<file path="src/rtl/hd44780_read_operation.sv">
// HD44780 read-cycle engine (RW=1): busy-flag/address polling (RS=0) or a
// single DDRAM/CGRAM data read (RS=1). Drives RS/RW/E timing, requests bus
// release from the top level, samples D[7:0] and reports the byte.
// Optional build macro HD44780_4BIT_EN: two E pulses per logical read, high
// nibble then low nibble, both taken from i_d[7:4].
module hd44780_read_operation #(
    parameter int T_AS_CYC  = 4,
    parameter int T_EH_CYC  = 25,
    parameter int T_EL_CYC  = 25,
    parameter int MAX_POLLS = 255
) (
    input  logic       i_clk,
    input  logic       i_reset,
    input  logic       i_ena,
    input  logic       i_start,
    input  logic       i_rs,
    input  logic [7:0] i_d,
    output logic       o_rs,
    output logic       o_rw,
    output logic       o_e,
    output logic       o_bus_release,
    output logic       o_busy,
    output logic       o_valid,
    output logic [7:0] o_data,
    output logic       o_bf,
    output logic [6:0] o_ac,
    output logic       o_timeout
);

    localparam int MAX_AB = (T_AS_CYC > T_EH_CYC) ? T_AS_CYC : T_EH_CYC;
    localparam int MAX_CD = (T_EL_CYC > MAX_POLLS) ? T_EL_CYC : MAX_POLLS;
    localparam int MAX_P  = (MAX_AB > MAX_CD) ? MAX_AB : MAX_CD;
    localparam int CW     = (MAX_P > 1) ? $clog2(MAX_P) : 1;

    typedef enum logic [2:0] {
        IDLE,
        SETUP,
        E_HIGH,
        E_LOW,
        DONE
    } state_t;

    state_t          state;
    state_t          state_next;
    logic [CW-1:0]   cnt;
    logic [CW-1:0]   poll;
    logic            rs_cap;
    logic [7:0]      data;
    logic            timeout;
    logic            last_as;
    logic            last_eh;
    logic            last_el;
    logic            more_polls;
    logic            read_done;
    logic            rs_next;

    logic            rs_q;
    logic            rw_q;
    logic            e_q;
    logic            release_q;
    logic            busy_q;
    logic            valid_q;

`ifdef HD44780_4BIT_EN
    logic            second;
    logic [3:0]      hi_nib;
    logic            unused_low_nibble;

    assign unused_low_nibble = ^i_d[3:0];
    assign read_done         = second;
`else
    assign read_done         = 1'b1;
`endif

    assign last_as    = (cnt == CW'(T_AS_CYC - 1));
    assign last_eh    = (cnt == CW'(T_EH_CYC - 1));
    assign last_el    = (cnt == CW'(T_EL_CYC - 1));
    // Another BF read is needed only for polls whose last byte still shows busy
    assign more_polls = !rs_cap && data[7] && (poll < CW'(MAX_POLLS - 1));
    // RS is captured on the accepting edge, so the output register must see i_rs there
    assign rs_next    = (state == IDLE) ? i_rs : rs_cap;

    // State register
    always_ff @(posedge i_clk or posedge i_reset) begin
        if (i_reset) begin
            state <= IDLE;
        end else begin
            state <= state_next;
        end
    end

    // Next-state decode; a low enable freezes the current phase
    always_comb begin
        state_next = state;
        if (i_ena) begin
            unique case (state)
                IDLE:   if (i_start) state_next = SETUP;
                SETUP:  if (last_as) state_next = E_HIGH;
                E_HIGH: if (last_eh) state_next = E_LOW;
                E_LOW: begin
                    if (last_el) begin
                        if (!read_done || more_polls) begin
                            state_next = E_HIGH;
                        end else begin
                            state_next = DONE;
                        end
                    end
                end
                DONE:    state_next = IDLE;
                default: state_next = IDLE;
            endcase
        end
    end

    // Phase counter, poll counter, RS capture, bus sampling and timeout flag
    always_ff @(posedge i_clk or posedge i_reset) begin
        if (i_reset) begin
            cnt     <= '0;
            poll    <= '0;
            rs_cap  <= 1'b0;
            data    <= '0;
            timeout <= 1'b0;
`ifdef HD44780_4BIT_EN
            second  <= 1'b0;
            hi_nib  <= '0;
`endif
        end else if (i_ena) begin
            unique case (state)
                IDLE: begin
                    cnt <= '0;
                    if (i_start) begin
                        rs_cap  <= i_rs;
                        poll    <= '0;
                        timeout <= 1'b0;
`ifdef HD44780_4BIT_EN
                        second  <= 1'b0;
`endif
                    end
                end
                SETUP: begin
                    cnt <= last_as ? '0 : cnt + 1'b1;
                end
                E_HIGH: begin
                    cnt <= last_eh ? '0 : cnt + 1'b1;
                    if (last_eh) begin
`ifdef HD44780_4BIT_EN
                        if (!second) begin
                            hi_nib <= i_d[7:4];
                        end else begin
                            data <= {hi_nib, i_d[7:4]};
                        end
`else
                        data <= i_d;
`endif
                    end
                end
                E_LOW: begin
                    cnt <= last_el ? '0 : cnt + 1'b1;
                    if (last_el) begin
`ifdef HD44780_4BIT_EN
                        second <= !second;
`endif
                        if (read_done) begin
                            if (more_polls) begin
                                poll <= poll + 1'b1;
                            end else begin
                                timeout <= !rs_cap && data[7];
                            end
                        end
                    end
                end
                DONE: begin
                    cnt <= '0;
                end
                default: begin
                    cnt <= '0;
                end
            endcase
        end
    end

    // Registered LCD control pins and handshake, decoded from the next state
    always_ff @(posedge i_clk or posedge i_reset) begin
        if (i_reset) begin
            rs_q      <= 1'b0;
            rw_q      <= 1'b0;
            e_q       <= 1'b0;
            release_q <= 1'b0;
            busy_q    <= 1'b0;
            valid_q   <= 1'b0;
        end else if (i_ena) begin
            rs_q      <= (state_next != IDLE) && rs_next;
            rw_q      <= (state_next != IDLE);
            e_q       <= (state_next == E_HIGH);
            release_q <= (state_next != IDLE);
            busy_q    <= (state_next != IDLE);
            valid_q   <= (state_next == DONE);
        end
    end

    assign o_rs          = rs_q;
    assign o_rw          = rw_q;
    assign o_e           = e_q;
    assign o_bus_release = release_q;
    assign o_busy        = busy_q;
    assign o_valid       = valid_q;
    assign o_data        = data;
    assign o_bf          = data[7];
    assign o_ac          = data[6:0];
    assign o_timeout     = timeout;

endmodule

</file>
<file path="config.mk">
export PLATFORM = sky130hd
export DESIGN_NAME = hd44780_read_operation
export DESIGN_NICKNAME = d
export VERILOG_FILES = /design/src/rtl/hd44780_read_operation.sv
export SDC_FILE = /design/constraint.sdc
export NUM_CORES = 1
export LEC_CHECK = 0
export CAP_MARGIN = 20
export CORE_MARGIN = 8
export CORE_UTILIZATION = 46
export CTS_CLUSTER_SIZE = 16
export DETAILED_ROUTE_END_ITERATION = 16
export HOLD_SLACK_MARGIN = 0.03
export PLACE_DENSITY = 0.84
export REMOVE_ABC_BUFFERS = 1
export SLEW_MARGIN = 10
export SYNTH_ARGS = -nofsm -noshare
export SYNTH_HDL_FRONTEND = slang
export SYNTH_SLANG_ARGS = --single-unit
export TNS_END_PERCENT = 100
</file>
<file path="constraint.sdc">
create_clock -name i_clk -period 2.55 [get_ports i_clk]
set_clock_uncertainty 0.2 [all_clocks]
set_input_delay 0.51 -clock i_clk [delete_from_list [all_inputs] [get_ports i_clk]]
set_output_delay 0.51 -clock i_clk [all_outputs]
set_load 0.01 [all_outputs]
</file>
==> flow_summary.yaml <==
status:
  run_status: "finished, final reports clean"
layout:
  final_nets: 235
  area_delta_synth_final_pct: 28.1
  register_area_um2: 826
  fill_cells: 322
  stdcell_count: 268
  drive_above_1_share_pct: 15.5
  utilization_pct: 61.3
  diodes: 0
  final_common_cell: "clkdlybuf4s50_1"
  fin_area_um2: 2260
  most-common-layout-cells: "35 x clkdlybuf4s50_1, 33 x dfrtp_1, 14 x o21ai_0, 14 x buf_4, 12 x inv_1"
  multi_input_area_um2: 791
placement:
  dp.final_hpwl_um: 2940
  gp_congestion: 0.847
  placed_area_um2: 2180
  portBuffers: 35
  dpl.cell_count: 260
drt:
  via_per_inst: 5.57
  ant_nets: 0
  dr_total_vias: 1492
  drcViolationCount: 0
  firstDrtPassIters: 4
  wirelength_um: 4050
  wl_per_cell_um: 15.1
  first_iter_violations: 90
global_routing:
  grt_max_degree: 34
  met2_usage_pct: 21.6
  top_usage_layer: "met2"
  grt_pass1_wl_um: 6860
  grt_util_all_layers_pct: 13.9
  antenna_found_initial: 0
  use_met1_pct: 16.8
  use_met3_pct: 6.22
  grt_pass1_vias: 1500
  grt-ovfl-total: 0
synth:
  async_flop_share_pct: 100
  yosysUniqueCellTypes: 49
  synth_top_cell_area_share_pct: 46.8
  ys_top_cells_by_area: "dfrtp_1 47%, mux2_2 5.7%, buf_4 4.3%"
  yosys.area.top_type: "dfrtp_1"
  synth_area_um2: 1760
  ys_seq_elements: 33
  ys_seq_area_share_pct: 46.8
  synth_ff_type: "dfrtp_1"
  yosys_warnings: 0
  syn_avg_cell_area_um2: 9.80
  synthCells: 180
  synth-edff-count: 0
sta:
  post-route-period-util_pct: 95.9
  drv_slew: 0
  tightestPinTransition_ps: 462
  setup_viol: 0
  rsz0062_at_grt: "false"
  max-slew-margin-rel_pct: 68.4
  fin_hold_ws_ps: 328
  fin_crit_ps: 2450
  max_freq_ghz: 0.409
  hold_viol: 0
clock_network:
  clk_latency_ps: 290
  numCtsBuffers: 5
  root_buffer: "clkbuf_8"
  hold_buffers: 0
  postCtsSetupBuffers: 0
  cts.sinks: 33
  clk_pin_slew_ps: 60
  cts_resized: 0
  cts.path.max_buffers: 2
  htreeDepth: 2
  cts_tree: "done"
power_and_ir_drop:
  vdd_drop_max_mv: 0.582
  p_per_area_nw_per_um2: 866
  p_leak_nw: 1.01
setup_path:
  crit_buf_inv: 0
  crit_arrival_ps: 2460
  critPathSlowestCell: "or4_4"
  worst_path_largest_cell_delay_ps: 560
  crit_family: "simple AND/OR/NAND/NOR gates"
  worstSetupStartpointType: "flop"
  crit_type: "flop to flop"
  path_max_fanout: 8
  critPathCaptureType: "flop"
  worstPathCellList: "or4_4 > o21a_1 > a211o_1 > or4_1 > a21oi_1"
  worst_ep_required_time_ps: 2560
floorplan:
  die_y_um: 77.9
  start_util_pct: 47.8
  dieWidth_um: 77.9
  dieArea_um2: 6070
  boundaryPins: 36
  core_um2: 3690
  num_rows: 22
flow_run:
  maxCapViolations: 0
hold_path:
  hold_class: "flop to flop"
## worst paths after layout
check	start	endpoint	slack, ps	cells past startpoint
worst max register to register	cnt[2]	poll[5]	100	5
worst min register to register	rs_cap	rs_cap	330	1
worst max-delay path	cnt[2]	poll[5]	100	5
min in group asynchronous	i_reset	o_rs	400	3
max in group asynchronous	i_reset	cnt[0]	1430	3
worst min-delay path	rs_cap	rs_cap	330	1
## worst reg2reg max path, delay by kind of cell (launching register included)
kind	cells	cell delay [ps]
AND/OR/NAND/NOR	2	1050
AO/OA/AOI/OAI	3	720
flip-flops	1	390
## layer usage
metal | share of wire, % | up-vias | routed length, µm
met2 | 46 | 53 | 1880
met4 | 1.1 | 0 | 45
met1 | 45 | 710 | 1830
met3 | 7.3 | 6 | 295
met5 | 0 | - | 0
li1 | - | 723 | -
## cell families after synthesis
kind of cell	count (synthesis)	synth area share, %
and+or+nand+nor	55	17.6
AOI/OAI and AO/OA	46	16.9
DFF	33	46.8
buffers and inverters	29	8.37
muxes	9	5.74
xor gates and xnor gates	5	2.48
adders and majority gates	3	2.13
## registers in the layout, indices dropped and copies added (netlist names)
signal	flops
cnt	8
o_rs	1
o_data	8
rs_cap	1
state	3
o_busy	1
o_timeout	1
o_valid	1
poll	8
o_e	1
## power by group
| part | leakage [nW] | switching (mW) | internal [mW] |
|---|---|---|---|
| clock | 0.0450 | 0.186 | 0.189 |
| combinational | 0.525 | 0.391 | 0.442 |
| sequential | 0.436 | 0.113 | 0.635 |
## through the flow
step	worst slack (ps)	TNS, ps	power [mW]
detailed placement	-78.5	-80.0	1.58
global placement	-19.5	-19.5	1.56
floorplan	163	0	1.17
global route	2.33	0	2.09
finish	104	0	1.96
CTS	87.6	0	1.97
## final cells by class
| type | count | area share (%) |
|---|---|---|
| Timing Repair Buffer | 49 | 20.2 |
| Clock inverter | 2 | 0.443 |
| Clock buffer | 6 | 3.21 |
| Inverter | 12 | 1.99 |
| Multi-Input combinational cell | 118 | 35.0 |
| Tap cell | 48 | 2.66 |
| Sequential cell | 33 | 36.5 |
## cell usage after synthesis, drive strengths merged, types with 3 or more instances
library cell / n
dfrtp: 33
a21oi: 9
inv: 12
nand3: 9
nand2: 11
xnor2: 3
nor2: 9
ha: 3
nor2b: 3
clkbuf: 6
and3: 3
mux2: 9
a21o: 3
o22ai: 4
buf: 11
o21ai: 14
Power figures use the tool's default switching activity.
==> variant (config.mk and constraints unchanged) <==
Put a register stage on the outputs `o_bf` and `o_ac`, without a reset. The values now appear one clock later. The other outputs are not delayed to match.
--- a/src/rtl/hd44780_read_operation.sv
+++ b/src/rtl/hd44780_read_operation.sv
@@ -205,8 +205,10 @@
     assign o_busy        = busy_q;
     assign o_valid       = valid_q;
     assign o_data        = data;
-    assign o_bf          = data[7];
-    assign o_ac          = data[6:0];
+    always_ff @(posedge i_clk) begin
+        o_bf <= data[7];
+        o_ac <= data[6:0];
+    end
     assign o_timeout     = timeout;
 
 endmodule
Formal check against the unedited RTL: no difference found for any inputs over 10 cycles, from zero or initial values and one cycle with i_reset high; that may be too few to reach the edited logic, so the function may still have changed.
==> variant against the original RTL <==
- final cell count grew 3.7%
- setup slack improved by 250 ps
- power increased by 0.37%
- area after synthesis increased by 13%
- sequential cell count up 8
- wire length is 13% higher
- final area up 10%
- critical endpoint is now poll[3]
- largest cell class unchanged
- highest routed layer unchanged
==> variant: results (changes against the original RTL) <==
number of global-route vias before repair 1586 (+5.7%); hold endpoint o_ac[4]; layout cells sized above 1 13.7% (-1.7 points); Synth top cells by count dfrtp_1, nand2_1, inv_1, a21oi_1, mux2_2; status completed; reg2reg path depth 4 (-1); Via-to-Cell Ratio 5.94 (+6.7%); Seq/Total Area, Yosys 49.7% (+2.8 points); Netlist cell types 52 (+6.1%); initial drt markers 176 (+96%); first-pass GRT wire length 7.63 mm (+11%); Tightest Pin Transition 538 ps (+75.7 ps); Critical Path Slowest Stage Cell clkdlybuf4s50_1; clk_lat worst skew 290 ps (about the same); WL final 4.57 mm (+13%); Leakage 1.07 nW (+6.1%); reg-to-reg endpoint o_data[7]; overall routing resource usage 14.4% (+0.46 points); CTS max path bufs 2 (unchanged); async set-reset flop share out of synthesis 80.5% (-20 points); layout filler cell count 361 (+12%); slowest stage delay, CP 590 ps (+30 ps); post-layout net count 242 (+3.0%); placed cell areas 2390 um^2 (+9.9%); HPWL Detailed 3.24 mm (+10%); r2r setup slk 360 ps (+250 ps); worst-path maximum fanout 8 (unchanged); R2R Path Start cnt[5]; Area contributors post-synth dfrtp_1, dfxtp_1, mux2_2, nand2_1, a21oi_1; Final Hold Fails 0 (unchanged); WHS Path Cells 0 (-1); Hold Startpoint o_data[4]; clock transition at the registers of the reported paths 80 ps (+20 ps); Data arrival, critical path 2210 ps (-250 ps); maximum vdd ir drop 0.592 mV (+1.8%); largest net degree at the start of global routing 34 (unchanged); Routability Congestion 0.865 (+2.1%)
==> variant: cell count changes after synthesis, moves of 4 or more <==
cell / change
o211ai_1: +6
buf_4: -8
o21ai_0: -6
dfxtp_1: +8
nand2_1: +4
==> variant: area by class of cell <==
cell class                      count  area share, %
Sequential cell                    41           39.5
Multi-Input combinational cell    126           36.4
Timing Repair Buffer               40           15.5
Clock buffer                        5           2.76
Tap cell                           52           2.61
Inverter                           12           1.80
Clock inverter                      2           1.40
==> variant: metrics by stage <==
step,cells,hold slack (ps),utilization [%],setup slack (ps)
global placement,271,171,56.1,137
floorplan,179,224,-,562
global route,278,207,58.5,233
detailed placement,271,174,56.1,77.3
CTS,278,192,58.5,372
finish,278,190,58.5,357
==> variant: worst max path at each step <==
| stage | start | end | slack (ps) | cells after the start |
|---|---|---|---|---|
| finish | i_ena | poll[3] | 360 | 5 |
| global route | cnt[5] | cnt[6] | 230 | 4 |
| CTS | cnt[5] | o_data[7] | 370 | 4 |
| detailed placement | i_ena | poll[3] | 80 | 5 |
| global placement | i_ena | poll[3] | 140 | 5 |
| floorplan | cnt[5] | o_data[0] | 560 | 4 |
==> variant: worst max-delay path: cells and delay by family <==
family	cells	cell delay [ps]
AOI/OAI and AO/OA	1	150
and+or+nand+nor	3	970
buffers and inverters	1	590
==> variant: logic make-up (layout without fill, tap and decap cells) <==
| group | after synthesis | in the layout | share of synthesized area, % |
|---|---|---|---|
| xor+xnor | 4 | 4 | 1.76 |
| buf+inv | 22 | 59 | 4.60 |
| simple gates | 64 | 64 | 20.3 |
| flops | 41 | 41 | 49.7 |
| fa+ha+maj | 3 | 3 | 1.89 |
| compound gates | 43 | 43 | 15.2 |
| mux | 12 | 12 | 6.62 |
==> variant: power by group <==
part	internal (W)	leakage, nW	switching, W
combinational	0.000289	0.503	0.000317
sequential	0.000735	0.509	0.000121
clock	0.000284	0.0540	0.000216
==> variant: layer usage <==
| layer | global-route usage, % | routed length (um) | up-vias |
|---|---|---|---|
| met1 | 19.4 | 2020 | 805 |
| li1 | - | - | 774 |
| met2 | 22.3 | 2200 | 67 |
| met3 | 3.28 | 290 | 6 |
| met5 | 0 | 0 | - |
| met4 | 4.74 | 53 | 0 |
